<file path="src/rtl/muldiv_unit.sv">
// muldiv_unit: multi-cycle RV32M multiply/divide unit.
// Multiply takes one MUL cycle; divide is a restoring shift-subtract followed by a sign fix-up.
module muldiv_unit #(
    parameter  int XLEN  = 32,
    localparam int CNT_W = $clog2(XLEN) + 1
) (
    input  logic            clk,
    input  logic            rst_n,
    input  logic            start,
    input  logic [2:0]      op,
    input  logic [XLEN-1:0] operand1,
    input  logic [XLEN-1:0] operand2,
    input  logic            flush,
    output logic            ready,
    output logic            busy,
    output logic            done,
    output logic [XLEN-1:0] result,
    output logic            zero
);
    typedef enum logic [2:0] {S_IDLE, S_MUL, S_DIV, S_FIX, S_DONE} state_t;
    localparam logic [XLEN-1:0] MIN_INT = {1'b1, {(XLEN-1){1'b0}}};
    state_t            state_q, state_d;
    logic [2:0]        op_q, op_d;
    logic [XLEN-1:0]   quo_q, quo_d, div_q, div_d, rem_q, rem_d, result_q, result_d;
    logic [CNT_W-1:0]  cnt_q, cnt_d;
    logic              sa_q, sa_d, sb_q, sb_d, zero_q, zero_d;
    logic              accept, neg1, neg2, div_zero, ovf;
    logic [XLEN-1:0]   spec_res, mul_res, quo_fix, rem_fix;
    logic [2*XLEN-1:0] ext1, ext2, prod;
    logic [XLEN:0]     shifted, diff;
    assign ready    = state_q == S_IDLE;
    assign busy     = ~ready;
    assign done     = state_q == S_DONE;
    assign result   = result_q;
    assign zero     = zero_q;
    assign accept   = start && ready && !flush;
    assign neg1     = op[2] & ~op[0] & operand1[XLEN-1];
    assign neg2     = op[2] & ~op[0] & operand2[XLEN-1];
    assign div_zero = operand2 == '0;
    assign ovf      = ~op[0] && operand1 == MIN_INT && operand2 == '1;
    assign spec_res = div_zero ? (op[1] ? operand1 : '1) : (op[1] ? '0 : MIN_INT);
    // Operands are widened to 2*XLEN first so the wrapped product is exact for every sign mix
    assign ext1     = {{XLEN{(op_q[1] ^ op_q[0]) & quo_q[XLEN-1]}}, quo_q};
    assign ext2     = {{XLEN{~op_q[1] & op_q[0] & div_q[XLEN-1]}}, div_q};
    assign prod     = ext1 * ext2;
    assign mul_res  = op_q[1:0] == 2'b00 ? prod[XLEN-1:0] : prod[2*XLEN-1:XLEN];
    assign shifted  = {rem_q, quo_q[XLEN-1]};
    assign diff     = shifted - {1'b0, div_q};
    assign quo_fix  = (sa_q ^ sb_q) ? -quo_q : quo_q;
    assign rem_fix  = sa_q ? -rem_q : rem_q;
    always_comb begin
        state_d  = state_q;
        op_d     = op_q;
        quo_d    = quo_q;
        div_d    = div_q;
        rem_d    = rem_q;
        cnt_d    = cnt_q;
        sa_d     = sa_q;
        sb_d     = sb_q;
        result_d = result_q;
        case (state_q)
            S_IDLE: if (accept) begin
                op_d  = op;
                sa_d  = neg1;
                sb_d  = neg2;
                quo_d = neg1 ? -operand1 : operand1;
                div_d = neg2 ? -operand2 : operand2;
                rem_d = '0;
                if (!op[2]) state_d = S_MUL;
                else if (div_zero || ovf) begin
                    state_d  = S_DONE;
                    result_d = spec_res;
                end else begin
                    state_d = S_DIV;
                    cnt_d   = CNT_W'(XLEN - 1);
                end
            end
            S_MUL: begin
                result_d = mul_res;
                state_d  = S_DONE;
            end
            S_DIV: begin
                quo_d   = {quo_q[XLEN-2:0], ~diff[XLEN]};
                rem_d   = diff[XLEN] ? shifted[XLEN-1:0] : diff[XLEN-1:0];
                cnt_d   = cnt_q - CNT_W'(1);
                state_d = cnt_q == '0 ? S_FIX : S_DIV;
            end
            S_FIX: begin
                result_d = op_q[1] ? rem_fix : quo_fix;
                state_d  = S_DONE;
            end
            default: state_d = S_IDLE;
        endcase
        if (flush && (state_q == S_MUL || state_q == S_DIV || state_q == S_FIX)) begin
            state_d  = S_IDLE;
            result_d = result_q;
        end
        zero_d = result_d == '0;
    end
    always_ff @(posedge clk) begin
        if (!rst_n) begin
            state_q  <= S_IDLE;
            op_q     <= '0;
            quo_q    <= '0;
            div_q    <= '0;
            rem_q    <= '0;
            cnt_q    <= '0;
            sa_q     <= 1'b0;
            sb_q     <= 1'b0;
            result_q <= '0;
            zero_q   <= 1'b1;
        end else begin
            state_q  <= state_d;
            op_q     <= op_d;
            quo_q    <= quo_d;
            div_q    <= div_d;
            rem_q    <= rem_d;
            cnt_q    <= cnt_d;
            sa_q     <= sa_d;
            sb_q     <= sb_d;
            result_q <= result_d;
            zero_q   <= zero_d;
        end
    end
endmodule

</file>
<file path="config.mk">
export PLATFORM = sky130hd
export DESIGN_NAME = muldiv_unit
export DESIGN_NICKNAME = d
export VERILOG_FILES = /design/src/rtl/muldiv_unit.sv
export SDC_FILE = /design/constraint.sdc
export NUM_CORES = 2
export LEC_CHECK = 0
export CORE_UTILIZATION = 50
export CTS_CLUSTER_SIZE = 28
export DETAILED_ROUTE_END_ITERATION = 10
export PLACE_DENSITY = 0.64
export SYNTH_ARGS = -nofsm -noshare
export SYNTH_HDL_FRONTEND = slang
export SYNTH_SLANG_ARGS = --single-unit
</file>
<file path="constraint.sdc">
create_clock -name clk -period 19.25 [get_ports clk]
set_input_delay 2.8875 -clock clk [delete_from_list [all_inputs] [get_ports clk]]
set_output_delay 2.8875 -clock clk [all_outputs]
set_load 0.02 [all_outputs]
</file>
# ---- After elaboration in Yosys (flattened, before gate mapping)
# Index checks and enable logic that the tools add are counted.
dict set report totals {
  regBits 142
  in_bits 71
  out_inout_bits 36
  elab_cells 87
}
dict set report classes {
  n_addsub 6
  n_mul 1
  n_eq_ne 9
  n_mux 28
  bitwise 13
  n_reduce_logical 20
}
# cell count
set ops {}
lappend ops {{$mux 32} 16}
lappend ops {{$neg 32->32} 4}
lappend ops {{$pmux 32 s2} 2}
lappend ops {{$pmux 32 s3} 1}
lappend ops {{$eq 32x32->1 const B} 2}
lappend ops {{$logic_not 32->1} 2}
lappend ops {{$mul 33x33->64} 1}
lappend ops {{$sub 33x32->33} 1}
lappend ops {{$mux 6} 3}
lappend ops {{$pmux 6 s2} 1}
lappend ops {{$mux 3} 3}
lappend ops {{$pmux 3 s3} 1}
lappend ops {{$and 1x1->1} 6}
lappend ops {{$eq 3x2->1 const B} 2}
lappend ops {{$logic_not 6->1} 1}
lappend ops {{$sub 6x1->6 const B} 1}
lappend ops {{$logic_and 1x1->1} 5}
lappend ops {{$not 1->1} 5}
lappend ops {{$ne 2x2->1 const B} 2}
lappend ops {{$reduce_and 2->1} 2}
lappend ops {{$reduce_and 4->1} 1}
lappend ops {{$reduce_or 2->1} 2}
lappend ops {{$eq 3x1->1 const B} 1}
lappend ops {{$eq 3x3->1 const B} 1}
lappend ops {{other kinds (8)} 11}

# ---- Longest topological paths before layout
dict set report logic_depth {
  depth_word 10
  mapped_depth 37
  depth_no_buf 33
}

# ---- Worst setup path before layout
# Ideal clock, no wire load.
dict set report synth_path {
  kind {register to register}
  startpoint {register op_q[1]}
  endpoint {register zero_q, in the netlist zero}
  setup_time_ns 0.096
  arrival_time_ns 9.352
  required_time_ns 19.154
  path_slack_ns 9.803
  path_stages_with_launch 37
  path_buffers 3
  synth_period_minus_slack_ns 9.447
  cell_sequence {dfxtp_1 > clkinv_1 > ha_1 > and2_1 > clkbuf_1 > clkbuf_1 > nand2_1 > inv_1 > fa_1 > inv_1 > fa_1 > inv_1 > fa_1 > fa_1 > inv_1 > fa_1 > inv_1 > fa_1 > inv_1 > fa_1 > fa_1 > inv_1 > ha_1 > clkbuf_1 > nand4_1 > nor4_1 > o21ai_0 > a211o_1 > a31o_2 > o31ai_1 > mux2i_1 > nor4b_2 > o2111ai_1 > or4_1 > nor4_2 > nand4_1 > o41ai_2}
}
dict set report synth_via {
  elab_chain_len 8
  word_cells_on_any_way 12
  classes_between {mul: 1; mux: 4; bitwise: 5; reduce/logical: 2}
}
# item line
set synth_lines {}
lappend synth_lines {{start, declared} 23} ;# logic [2:0] op_q, op_d;
lappend synth_lines {{start signal, assigned} 114} ;# op_q <= op_d;
lappend synth_lines {{$not 1->1} 44} ;# assign ext2 = {{XLEN{~op_q[1] & op_q[0] & div_q[XLEN-1]}}, div_q};
lappend synth_lines {{$and 1x1->1 (2 in series)} 44}
lappend synth_lines {{$mul 33x33->64} 45} ;# assign prod = ext1 * ext2;
lappend synth_lines {{$mux 32} 46} ;# assign mul_res = op_q[1:0] == 2'b00 ? prod[XLEN-1:0] : prod[2*XLEN-1:XLEN];
lappend synth_lines {{$pmux 32 s3 *} 61} ;# case (state_q)
lappend synth_lines {{$mux 32 *} 94} ;# if (flush && (state_q == S_MUL || state_q == S_DIV || state_q == S_FIX)) begin
lappend synth_lines {{$logic_not 32->1 *} 98} ;# zero_d = result_d == '0;
lappend synth_lines {{end signal, assigned} 122} ;# zero_q <= zero_d;
lappend synth_lines {{end, declared} 26} ;# logic sa_q, sa_d, sb_q, sb_d, zero_q, zero_d;
# Mark *: on every way between the ends. The rest lies on a longest branch, timed or not.
# A chain may end at the register's enable or synchronous reset.

# ---- Worst setup path in the final report
# Ends and elaborated chain as after synthesis.

==> results.txt <==
crit path kind -> reg -> reg
Fin. Hold Viols -> 0
Seq cells post-synth -> 142
f_max -> 0.0878 GHz
Peak VDD IR -> 0.0578 mV
vias -> 41400
Setup violations, final -> 0
Top Ports -> 107
CTS tree -> done
hold endpoint -> cnt_q[5]
Layout area overhead -> 5.22%
Post-layout nets -> 7278
Hold WC Path Type -> reg -> reg
DRC Markers -> 0
Antenna Nets Post-Route -> 0
CP most frequent cell -> fa_1
Post-synth EDFFs -> 0
Leak -> 23.7 nW
Crit Reg-Reg Endpoint -> zero
PwrDens -> 33.3 mW/mm2
router iterations before antenna repair -> 8
Hold Path Cell Cnt -> 1
PostCTS Resize Cnt -> 0
Max Cap Violations -> 0
met3 global-route usage -> 0.0570
Clock Tree Buf Depth -> 2
Worst path slowest cell -> fa_1
reg2reg start -> op_q[1]
GPL Wtd Cong -> 1.06
CTS Buf Count -> 17
Synth Net Count -> 7417
Setup TNS -> 0 ns
Worst-Margin Slew -> 1.25 ns
post-synth top area share -> 0.451
sequential area share after synthesis -> 0.0569
Worst Path Required -> 19.62 ns
crit start category -> flop
Worst slew margin -> 0.162
Finished Core Util -> 0.533
DR WL/cell -> 24.1 um
CP max FO -> 18
Main synth FF type -> dfxtp_1
first-pass GRT wire length -> 263000 um
Worst Path Arrival -> 11.75 ns
Synth top cells by count -> inv_1, fa_1, nand2_1
pin count of the biggest net entering global routing -> 63
Initial DRC Count -> 3367
clock transition at the registers of the reported paths -> 0.07 ns
Setup crit start -> op_q[1]
clock sink count -> 142
top post-synthesis cells by area -> fa_1, inv_1, nand2_1
max-slew violations -> 0
chip width -> 318 um
status -> finished, final reports clean
GRT Util Overall -> 0.347
share of layout cells above drive strength 1 -> 0.0356
Post-CTS Setup Repair Bufs -> 0
post-synth top area cell -> fa_1
Routed Wire Length -> 172000 um
Buf/Inv on CP -> 8
yosys warns -> 0
IO buf count -> 106
Initial Util -> 0.506
Worst Setup End Kind -> flop
cts hold-fix bufs -> 0
htree depth -> 4
Core Region -> 0.0987 mm2
vias in the first global route -> 42600
r2r worst-path depth -> 33
crit-path max cell delay -> 0.91 ns
Crit path max-delay family -> adder cells
Post-synth ARST share -> 0
synthesized area per cell -> 8.38 um2
Mapped Area -> 0.0500 mm2
initial antenna violation count -> 16
Fill cells -> 9372
gr busiest metal -> met2
HPWL after detailed placement -> 139000 um
RSZ-0062 raised after global routing -> no
hold path startpoint -> cnt_q[5]
clock latency on the worst-skew pair -> 0.47 ns
minimum clock period -> 11.39 ns
GRT met2 Usage -> 0.571
Cells after Synth -> 5967
routed vias/inst -> 5.79
final period utilization -> 0.592
Die ar. -> 0.101 mm2
row cnt -> 115
grt ovf -> 0
reg2reg setup slack -> 7.86 ns
most frequent cell after synthesis -> inv_1
Die Ht -> 318 um
skew final -> 0.0132 ns
M1 GR Usage -> 0.454
Root Driver -> clkbuf_16
Cell variety after synth -> 99
[worst reg2reg max path: cells and delay by family, from the launching register on]
kind	cells	cell delay, ns
compound gates	8	2.05
simple gates	6	1.66
flops	1	0.33
mux	1	0.17
fa+ha+maj	10	5.62
buf+inv	8	1.43
[layer usage]
layer	vias to the layer above	part of all wire	wire length [um]
met5	-	0.00013	23
met1	21300	0.40	68100
met4	4	0.051	8780
li1	17900	-	-
met3	358	0.082	14100
met2	1831	0.47	81100
[report_power, final]
| group | switching [W] | total, W | internal, W | leakage (nW) |
|---|---|---|---|---|
| sequential | 0.0000218 | 0.000330 | 0.000308 | 1.16 |
| clock | 0.000164 | 0.000348 | 0.000184 | 0.282 |
| combinational | 0.000729 | 0.00107 | 0.000345 | 22.3 |
[through the flow]
stage	cells	setup slack, ns	power [W]	instance area (um2)	hold slack [ns]
finish	7140	7.86	0.00175	52600	0.468
global route	7140	7.25	0.00185	52600	0.480
CTS	7128	8.02	0.00174	52600	0.469
detailed placement	7096	8.06	0.00139	52000	0.458
global placement	7096	8.31	0.00138	52000	0.451
floorplan	5967	9.80	0.00100	50000	0.432
[how the worst max path moves through the flow]
stage | end | cells after the start
floorplan | zero | 36
global placement | zero | 33
detailed placement | zero | 33
CTS | zero | 33
global route | zero | 33
finish | zero | 33
[flip-flops by register name (all words and copies together), names as in the netlist]
register and cells:
state_q 3, zero 1, rem_q 32, sb_q 1, sa_q 1, op_q 2
div_q 32, cnt_q 6, result 32, quo_q 32
[layout make-up]
type,count,area [um2],area share
Clock buffer,17,425,0.00809
Sequential cell,142,2860,0.0543
Inverter,1262,4740,0.0901
Timing Repair Buffer,203,1790,0.0340
Tap cell,1287,1610,0.0306
Antenna cell,12,30.0,0.000571
Clock inverter,15,166,0.00316
Multi-Input combinational cell,4202,41000,0.779
[cells by family after synthesis]
logic type               count (synthesis)  synth area share
AO/OA/AOI/OAI                          742            0.0954
XOR/XNOR                               185            0.0324
adder cells (fa/ha/maj)               1379             0.514
buffers and inverters                 1623             0.124
flip-flops                             142            0.0569
multiplexers                            39           0.00786
AND/OR/NAND/NOR                       1857             0.169
[cells in the final DEF (no fill, tap or decap), types with 19 or more instances in the layout]
| master | synthesis | final |
|---|---|---|
| o21a_1 | 23 | 23 |
| nand4_1 | 32 | 32 |
| fa_1 | 1126 | 1126 |
| a21o_1 | 46 | 46 |
| ha_1 | 253 | 253 |
| nand2_1 | 1013 | 1013 |
| xnor2_1 | 103 | 102 |
| nor4_1 | 22 | 22 |
| mux2i_1 | 37 | 37 |
| dfxtp_1 | 142 | 130 |
| o211ai_1 | 20 | 20 |
| inv_1 | 1257 | 1257 |
| a211oi_1 | 48 | 48 |
| nand3_1 | 40 | 40 |
| nor3_1 | 52 | 49 |
| o31ai_1 | 35 | 35 |
| xor2_1 | 82 | 82 |
| buf_4 | 2 | 97 |
| or3_1 | 24 | 24 |
| clkdlybuf4s50_1 | 0 | 106 |
| a31oi_1 | 22 | 22 |
| nor2_1 | 270 | 268 |
| a22oi_1 | 33 | 33 |
| o21ai_0 | 176 | 176 |
| and2_1 | 234 | 234 |
| or2_2 | 19 | 19 |
| nand2b_1 | 32 | 32 |
| a21oi_1 | 204 | 204 |
| and3_1 | 31 | 31 |
Power figures use the tool's default switching activity.
